File: src/rtl/ifetch_seq.sv
// rtl/ifetch_seq.sv - multi-word instruction fetch sequencer over an MFC memory handshake
// Define FETCH_TIMEOUT_EN to abort a WAIT that sees no mfc for TIMEOUT cycles.
module ifetch_seq #(
   parameter int ADDR_W   = 16,
   parameter int DATA_W   = 16,
   parameter int IR_WORDS = 2,
   parameter int TIMEOUT  = 15
) (
   input  logic                       clk,
   input  logic                       rst,
   input  logic                       start,
   input  logic                       flush,
   input  logic                       pc_load,
   input  logic [ADDR_W-1:0]          pc_in,
   input  logic                       mfc,
   input  logic [DATA_W-1:0]          mem_rdata,
   output logic [ADDR_W-1:0]          mem_addr,
   output logic                       mem_en,
   output logic                       mem_rw,
   output logic [ADDR_W-1:0]          pc,
   output logic [DATA_W*IR_WORDS-1:0] ir,
   output logic                       ir_valid,
   output logic                       busy,
   output logic                       fetch_err
);
   localparam int IR_W  = DATA_W * IR_WORDS;
   localparam int CNT_W = $clog2(IR_WORDS + 1);

   typedef enum logic [2:0] {
      S_IDLE, S_ADDR, S_REQ, S_WAIT, S_CAPT, S_LOAD, S_DONE, S_ERR
   } state_t;

   state_t            state_q, state_d;
   logic [ADDR_W-1:0] pc_q, pc_d, pc_start_q, pc_start_d, mar_q, mar_d;
   logic [DATA_W-1:0] mdr_q, mdr_d;
   logic [IR_W-1:0]   asm_q, asm_d, ir_q, ir_d;
   logic [CNT_W-1:0]  wcnt_q, wcnt_d;
   logic              timeout;

`ifdef FETCH_TIMEOUT_EN
   localparam int TO_W = $clog2(TIMEOUT + 1);
   logic [TO_W-1:0] tcnt_q, tcnt_d;

   always_ff @(posedge clk or posedge rst) begin
      if (rst) tcnt_q <= '0;
      else     tcnt_q <= tcnt_d;
   end

   // Cleared in REQ so it reads zero on the first WAIT cycle.
   always_comb begin
      tcnt_d = tcnt_q;
      if (state_q == S_REQ)                tcnt_d = '0;
      else if (state_q == S_WAIT && !mfc)  tcnt_d = tcnt_q + TO_W'(1);
   end

   assign timeout   = (tcnt_q == TO_W'(TIMEOUT - 1));
   assign fetch_err = (state_q == S_ERR);
`else
   assign timeout   = 1'b0;
   assign fetch_err = 1'b0;
`endif

   always_ff @(posedge clk or posedge rst) begin
      if (rst) begin
         state_q    <= S_IDLE;
         pc_q       <= '0;
         pc_start_q <= '0;
         mar_q      <= '0;
         mdr_q      <= '0;
         asm_q      <= '0;
         ir_q       <= '0;
         wcnt_q     <= '0;
      end else begin
         state_q    <= state_d;
         pc_q       <= pc_d;
         pc_start_q <= pc_start_d;
         mar_q      <= mar_d;
         mdr_q      <= mdr_d;
         asm_q      <= asm_d;
         ir_q       <= ir_d;
         wcnt_q     <= wcnt_d;
      end
   end

   always_comb begin
      state_d    = state_q;
      pc_d       = pc_q;
      pc_start_d = pc_start_q;
      mar_d      = mar_q;
      mdr_d      = mdr_q;
      asm_d      = asm_q;
      ir_d       = ir_q;
      wcnt_d     = wcnt_q;
      unique case (state_q)
         S_IDLE: begin
            if (!flush) begin
               if (pc_load) begin
                  pc_d = pc_in;
               end else if (start) begin
                  pc_start_d = pc_q;
                  wcnt_d     = '0;
                  state_d    = S_ADDR;
               end
            end
         end
         S_ADDR: begin
            mar_d   = pc_q;
            state_d = S_REQ;
         end
         S_REQ: state_d = S_WAIT;
         S_WAIT: begin
            if (mfc) begin
               mdr_d   = mem_rdata;
               state_d = S_CAPT;
            end else if (timeout) begin
               pc_d    = pc_start_q;
               state_d = S_ERR;
            end
         end
         S_CAPT: begin
            // First word fetched drifts up to the most-significant slice.
            asm_d   = (asm_q << DATA_W) | IR_W'(mdr_q);
            pc_d    = pc_q + ADDR_W'(1);
            wcnt_d  = wcnt_q + CNT_W'(1);
            state_d = (wcnt_q == CNT_W'(IR_WORDS - 1)) ? S_LOAD : S_ADDR;
         end
         S_LOAD: begin
            ir_d    = asm_q;
            state_d = S_DONE;
         end
         S_DONE:  state_d = S_IDLE;
         S_ERR:   state_d = S_IDLE;
         default: state_d = S_IDLE;
      endcase
      if (flush) begin
         state_d = S_IDLE;
         ir_d    = ir_q;
         pc_d    = (state_q == S_IDLE) ? pc_q : pc_start_q;
      end
   end

   assign mem_addr = mar_q;
   assign mem_en   = (state_q == S_REQ) || (state_q == S_WAIT);
   assign mem_rw   = (state_q == S_WAIT);
   assign pc       = pc_q;
   assign ir       = ir_q;
   assign ir_valid = (state_q == S_DONE);
   assign busy     = (state_q != S_IDLE);
endmodule
File: config.mk
export PLATFORM = sky130hd
export DESIGN_NAME = ifetch_seq
export DESIGN_NICKNAME = d
export VERILOG_FILES = /design/src/rtl/ifetch_seq.sv
export SDC_FILE = /design/constraint.sdc
export NUM_CORES = 1
export LEC_CHECK = 0
export BUFFER_PORTS_ARGS = -buffer_cell sky130_fd_sc_hd__buf_2
export CAP_MARGIN = 20
export CORE_UTILIZATION = 55
export DETAILED_ROUTE_END_ITERATION = 8
export GPL_TIMING_DRIVEN = 1
export PLACE_DENSITY = 0.91
export SLEW_MARGIN = 30
export SYNTH_ARGS = -nofsm -noshare
export SYNTH_HDL_FRONTEND = slang
export SYNTH_SLANG_ARGS = --single-unit
File: constraint.sdc
create_clock -name clk -period 6.4 [get_ports clk]
set_input_delay 1.28 -clock clk [delete_from_list [all_inputs] [get_ports clk]]
set_output_delay 1.28 -clock clk [all_outputs]
set_load 0.005 [all_outputs]
# Word level (Yosys, flattened, before mapping)
# Cells that the tools add are included.
dict set report totals {
  wordCells 54
  ff_bits 133
  output_inout_bits 69
  romBits 0
  mem_bits_rw 0
  latch_bits 0
  n_memories 0
}
dict set report op_classes {
  n_reduce_logical 12
  n_eq_ne 15
  multipliers 0
  order_cmp 0
  addsub 2
  muxes 14
  bitwise_logic 3
  shifts 0
  div_mod_pow 0
}
# op count
set ops {}
lappend ops {{16-bit 2-to-1 mux} 3}
lappend ops {{32-bit by 16-bit bitwise OR with 32-bit output} 1}
lappend ops {{16-bit one-hot mux with 2 select lines} 1}
lappend ops {{3-bit one-hot mux with 7 select lines} 1}
lappend ops {{16-bit by 1-bit adder with 16-bit output (second input constant)} 1}
lappend ops {{3-bit 2-to-1 mux} 5}
lappend ops {{3-bit == test (second input constant)} 4}
lappend ops {{3-bit inequality test (second input constant)} 3}
lappend ops {{2-bit inequality test (second input constant)} 4}
lappend ops {{4-bit AND reduction} 2}
lappend ops {{3-bit by 2-bit == test with 1-bit output (second input constant)} 2}
lappend ops {{2-bit 2-to-1 mux} 3}
lappend ops {{3-bit AND reduction} 2}
lappend ops {{3-bit nonzero test} 2}
lappend ops {{2-bit one-hot mux with 2 select lines} 1}
lappend ops {{2-bit AND reduction} 2}
lappend ops {{3-bit by 1-bit == test with 1-bit output (second input constant)} 1}
lappend ops {{3-bit logical NOT} 1}
lappend ops {{2-bit by 1-bit adder with 2-bit output (second input constant)} 1}
lappend ops {{2-bit by 1-bit == test with 1-bit output (second input constant)} 1}
lappend ops {{1-bit NOT} 2}
lappend ops {{2-bit nonzero test} 1}
lappend ops {{2-bit OR reduction} 1}
lappend ops {{1-bit logical OR} 1}

# Depth between registers and ports, before layout
dict set report logic_depth {
  word_depth 4
  depth_mapped 6
  ltp_nobuf 5
}

# Worst setup path after synthesis
# No wires, ideal clock.
dict set report synth_timing {
  path_kind {in2reg}
  startpoint {in pc_load}
  endpoint {reg pc_q[10] (netlist: pc[10])}
  t_required_ps 6296
  t_arrival_ps 2327
  path_slack_ps 3969
  stages 5
  setup_ps 104
  path_cell_list {nor2b_1 -> o41a_1 -> clkbuf_1 -> clkbuf_1 -> a221oi_1}
}
dict set report synth_via {
  elab_chain_cells 2
}
# item line_no
set synth_lines {}
lappend synth_lines {{start, declared} 13} ;# input logic pc_load,
lappend synth_lines {{2-bit inequality test (no source line)} --}
lappend synth_lines {{3-bit AND reduction (no source line)} --}
lappend synth_lines {{end signal, assigned} 75} ;# pc_q <= pc_d;
lappend synth_lines {{end, declared} 34} ;# logic [ADDR_W-1:0] pc_q, pc_d, pc_start_q, pc_start_d, mar_q, mar_d;
# Every way passes these cells.
# A chain may end at the register's enable or synchronous reset.

# Worst setup path in the final report
dict set report layout_timing {
  startpoint {reg state_q[1]}
  endpoint {out mem_rw}
}
dict set report layout_via {
  elab_chain_cells 1
}
# item line_no
set layout_lines {}
lappend layout_lines {{start, declared} 33} ;# state_t state_q, state_d;
lappend layout_lines {{start signal, assigned} 74} ;# state_q <= state_d;
lappend layout_lines {{3-bit by 2-bit == test with 1-bit output} 144} ;# assign mem_rw = (state_q == S_WAIT);
lappend layout_lines {{end, declared} 19} ;# output logic mem_rw,
# Every way passes these cells.

==> impl_metrics.tcl <==
set metrics [dict create \
    areaGrowthSynthToFinish_pct 22.13 \
    worstPathCellList "nor2b_1, and2_1, buf_2" \
    synth-seq-cells 133 \
    cts_tree "built" \
    synth-compound-area-share 0.07412 \
    core_sq_um 9910 \
    finalSetupViolCount 0 \
    layout_worst_path_cycle_share 0.4901 \
    port_buffers 105 \
    grt_pass1_vias 4349 \
    synth_fp_nets 544 \
    synth-xor-area-share 0.009211 \
    clkLatencyLatePin_ns 0.52 \
    n_antenna_cell 0 \
    design.die.area_sq_um 10780 \
    yosys.area.top_type "dfrtp_1" \
    grt_usage 0.2626 \
    final_cell_mix "dfrtp_1 (133), nand2_1 (113), buf_2 (105)" \
    min_path_type "reg2reg" \
    numClockSinks 133 \
    relSlewSlack 0.4126 \
    ys_seq_area_frac 0.5833 \
    yosysTopAreaCellShare 0.5833 \
    ant_nets 0 \
    synth_cell_types 51 \
    wire_per_inst_microns 17.73 \
    die_x_microns 103.9 \
    p_leak_nw 3.538 \
    grt_overflow_total 0 \
    hold_buffers 0 \
    wl_microns 13230 \
    cpPeakStageDelay_ns 0.77 \
    synth.top_cells.by_area "dfrtp_1 (58%), mux2_2 (16%), nand2_1 (7.4%), a21oi_1 (2.3%), buf_2 (1.2%)" \
    synth-edff-count 0 \
    finalMaxSlewViolations 0 \
    startpoint_type "register" \
    drv_cap 0 \
    ys_warn_count 0 \
    power_density_nw_per_um2 377.2 \
    fin_crit_ns 3.137 \
    drc_errors 0 \
    grt_pass1_wl_microns 22130 \
    worst_pin_slew_ns 0.8787 \
    dieHeight_microns 103.9 \
    fin_cells 746 \
    antenna_found_initial 0 \
    start_util 0.5758 \
    dr_total_vias 4274 \
    fin_util 0.7032 \
    nets 641 \
    place_congestion 0.8206 \
    finalClockSkew_ns 0.007321 \
    cts_max_path_buffers 2 \
    ys.flop_type "dfrtp_1" \
    cp_max_fo 15 \
    synthMuxAreaShare 0.1616 \
    outcome "complete, no violations" \
    grt_setup_unrepaired "false" \
    finalPower_w 0.002629 \
    numCtsBuffers 17 \
    syn_inst 504 \
    cts_setup_buffers 0 \
    tns_ns 0 \
    hold_ws_ns 0.4673 \
    dpl.cell_count 714 \
    synth_top_family_by_area "multiplexers" \
    cts.repair.resized 0 \
    cp.arrival_ns 1.86 \
    async_flop_share 1.000 \
    clockRootBuffer "clkbuf_8" \
    max-vdd-ir-drop_uv 180.6 \
    finalHoldViolations 0 \
    grt_max_degree 134 \
    synth_fa_ha_area_frac 0.004386 \
    avgSynthCellArea_sq_um 11.32 \
    cp.required_ns 5.12 \
    drt_pass1_iterations 5 \
    drive_above_1_share 0.3703 \
    htreeDepth 4 \
    clk_pin_slew_ns 0.06 \
    synth_area_sq_um 5705 \
    fmax_mhz 318.8 \
    num_rows 36 \
    num_io_pins 107 \
    avgViaCountPerCell 5.729 \
    dpl.hpwl_microns 7891 \
    yosys.area_share.simple 0.1373 \
    drt-initial-drc-count 351 \
    path_class "reg2out" \
    end_kind "primary output" \
    cp_slowest_cell "dfrtp_1" \
    final_common_cell "dfrtp_1" \
]
==> cell families after synthesis <==
kind of cell,count (synthesis)
other,1
xor gates and xnor gates,6
AOI/OAI and AO/OA,65
buffers and inverters,39
adders and majority gates,2
DFF,133
and+or+nand+nor,176
muxes,82
==> path summary, 6_finish.rpt <==
kind | from | to | slack [ns] | cells after the start
worst min-delay path | mdr_q[14] | asm_q[14] | 0.47 | 2
worst max-delay path | state_q[1] | mem_rw | 3.26 | 3
max in group asynchronous | rst | mem_addr[14] | 5.03 | 2
min in group asynchronous | rst | mdr_q[0] | 0.84 | 2
worst min register to register | mdr_q[14] | asm_q[14] | 0.47 | 2
worst max register to register | state_q[1] | pc[8] | 3.94 | 4
==> through the flow <==
stage / setup WS, ns / cell area [sq um]
CTS: 3.300 / 6947
global placement: 2.914 / 6302
global route: 3.136 / 6968
finish: 3.263 / 6968
floorplan: 1.566 / 5705
detailed placement: 3.028 / 6319
==> flip-flops by register name, summed over array words and instances (netlist names) <==
signal,flops
state_q,3
pc_start_q,16
pc,16
wcnt_q,2
ir,32
asm_q,32
mdr_q,16
mem_addr,16
==> cell type report <==
cell class | count | area [sq um]
Clock buffer | 22 | 452.9
Clock inverter | 9 | 175.2
Fill cell | 676 | 2942
Inverter | 8 | 42.54
Multi-Input combinational cell | 332 | 2243
Sequential cell | 133 | 3328
Tap cell | 133 | 166.4
Timing Repair Buffer | 109 | 559.3
==> power by group <==
| group | switching [W] | total (W) | leakage, nW | internal, W |
|---|---|---|---|---|
| clock network | 0.000345 | 0.00103 | 0.301 | 0.000689 |
| registers | 0.000163 | 0.00118 | 1.75 | 0.00101 |
| logic | 0.000186 | 0.000418 | 1.49 | 0.000232 |
==> metal layers <==
layer,part of all wire,global-route usage,vias up
met5,0,0,-
met4,0.023,0.1122,0
met3,0.062,0.06579,31
met2,0.50,0.4238,186
met1,0.41,0.3390,2131
li1,-,-,1926
==> synthesized netlist by cell type (2+ instances only) <==
cell      instances
dfrtp_1         133
nand2_1         113
mux2_2           81
a21oi_1          26
nor2_1           18
buf_2            14
clkbuf_1         14
o21ai_0          11
nand3_1          10
inv_1             8
nor3_1            7
xnor2_1           5
o22ai_1           4
a211o_1           3
a221oi_1          3
nand4_1           3
nor2b_1           3
nor4_1            3
or3_1             3
or4_1             3
buf_1             2
ha_1              2
nor3b_1           2
nor3b_2           2
o211a_1           2
o211ai_1          2
o21bai_1          2
or2_2             2
==> worst max-delay path, delay by kind of cell (launching register included) <==
kind                   cells  cell delay (ns)
buffers and inverters      1             0.11
flip-flops                 1             0.77
AND/OR/NAND/NOR            2             0.46
Power figures use the tool's default switching activity.
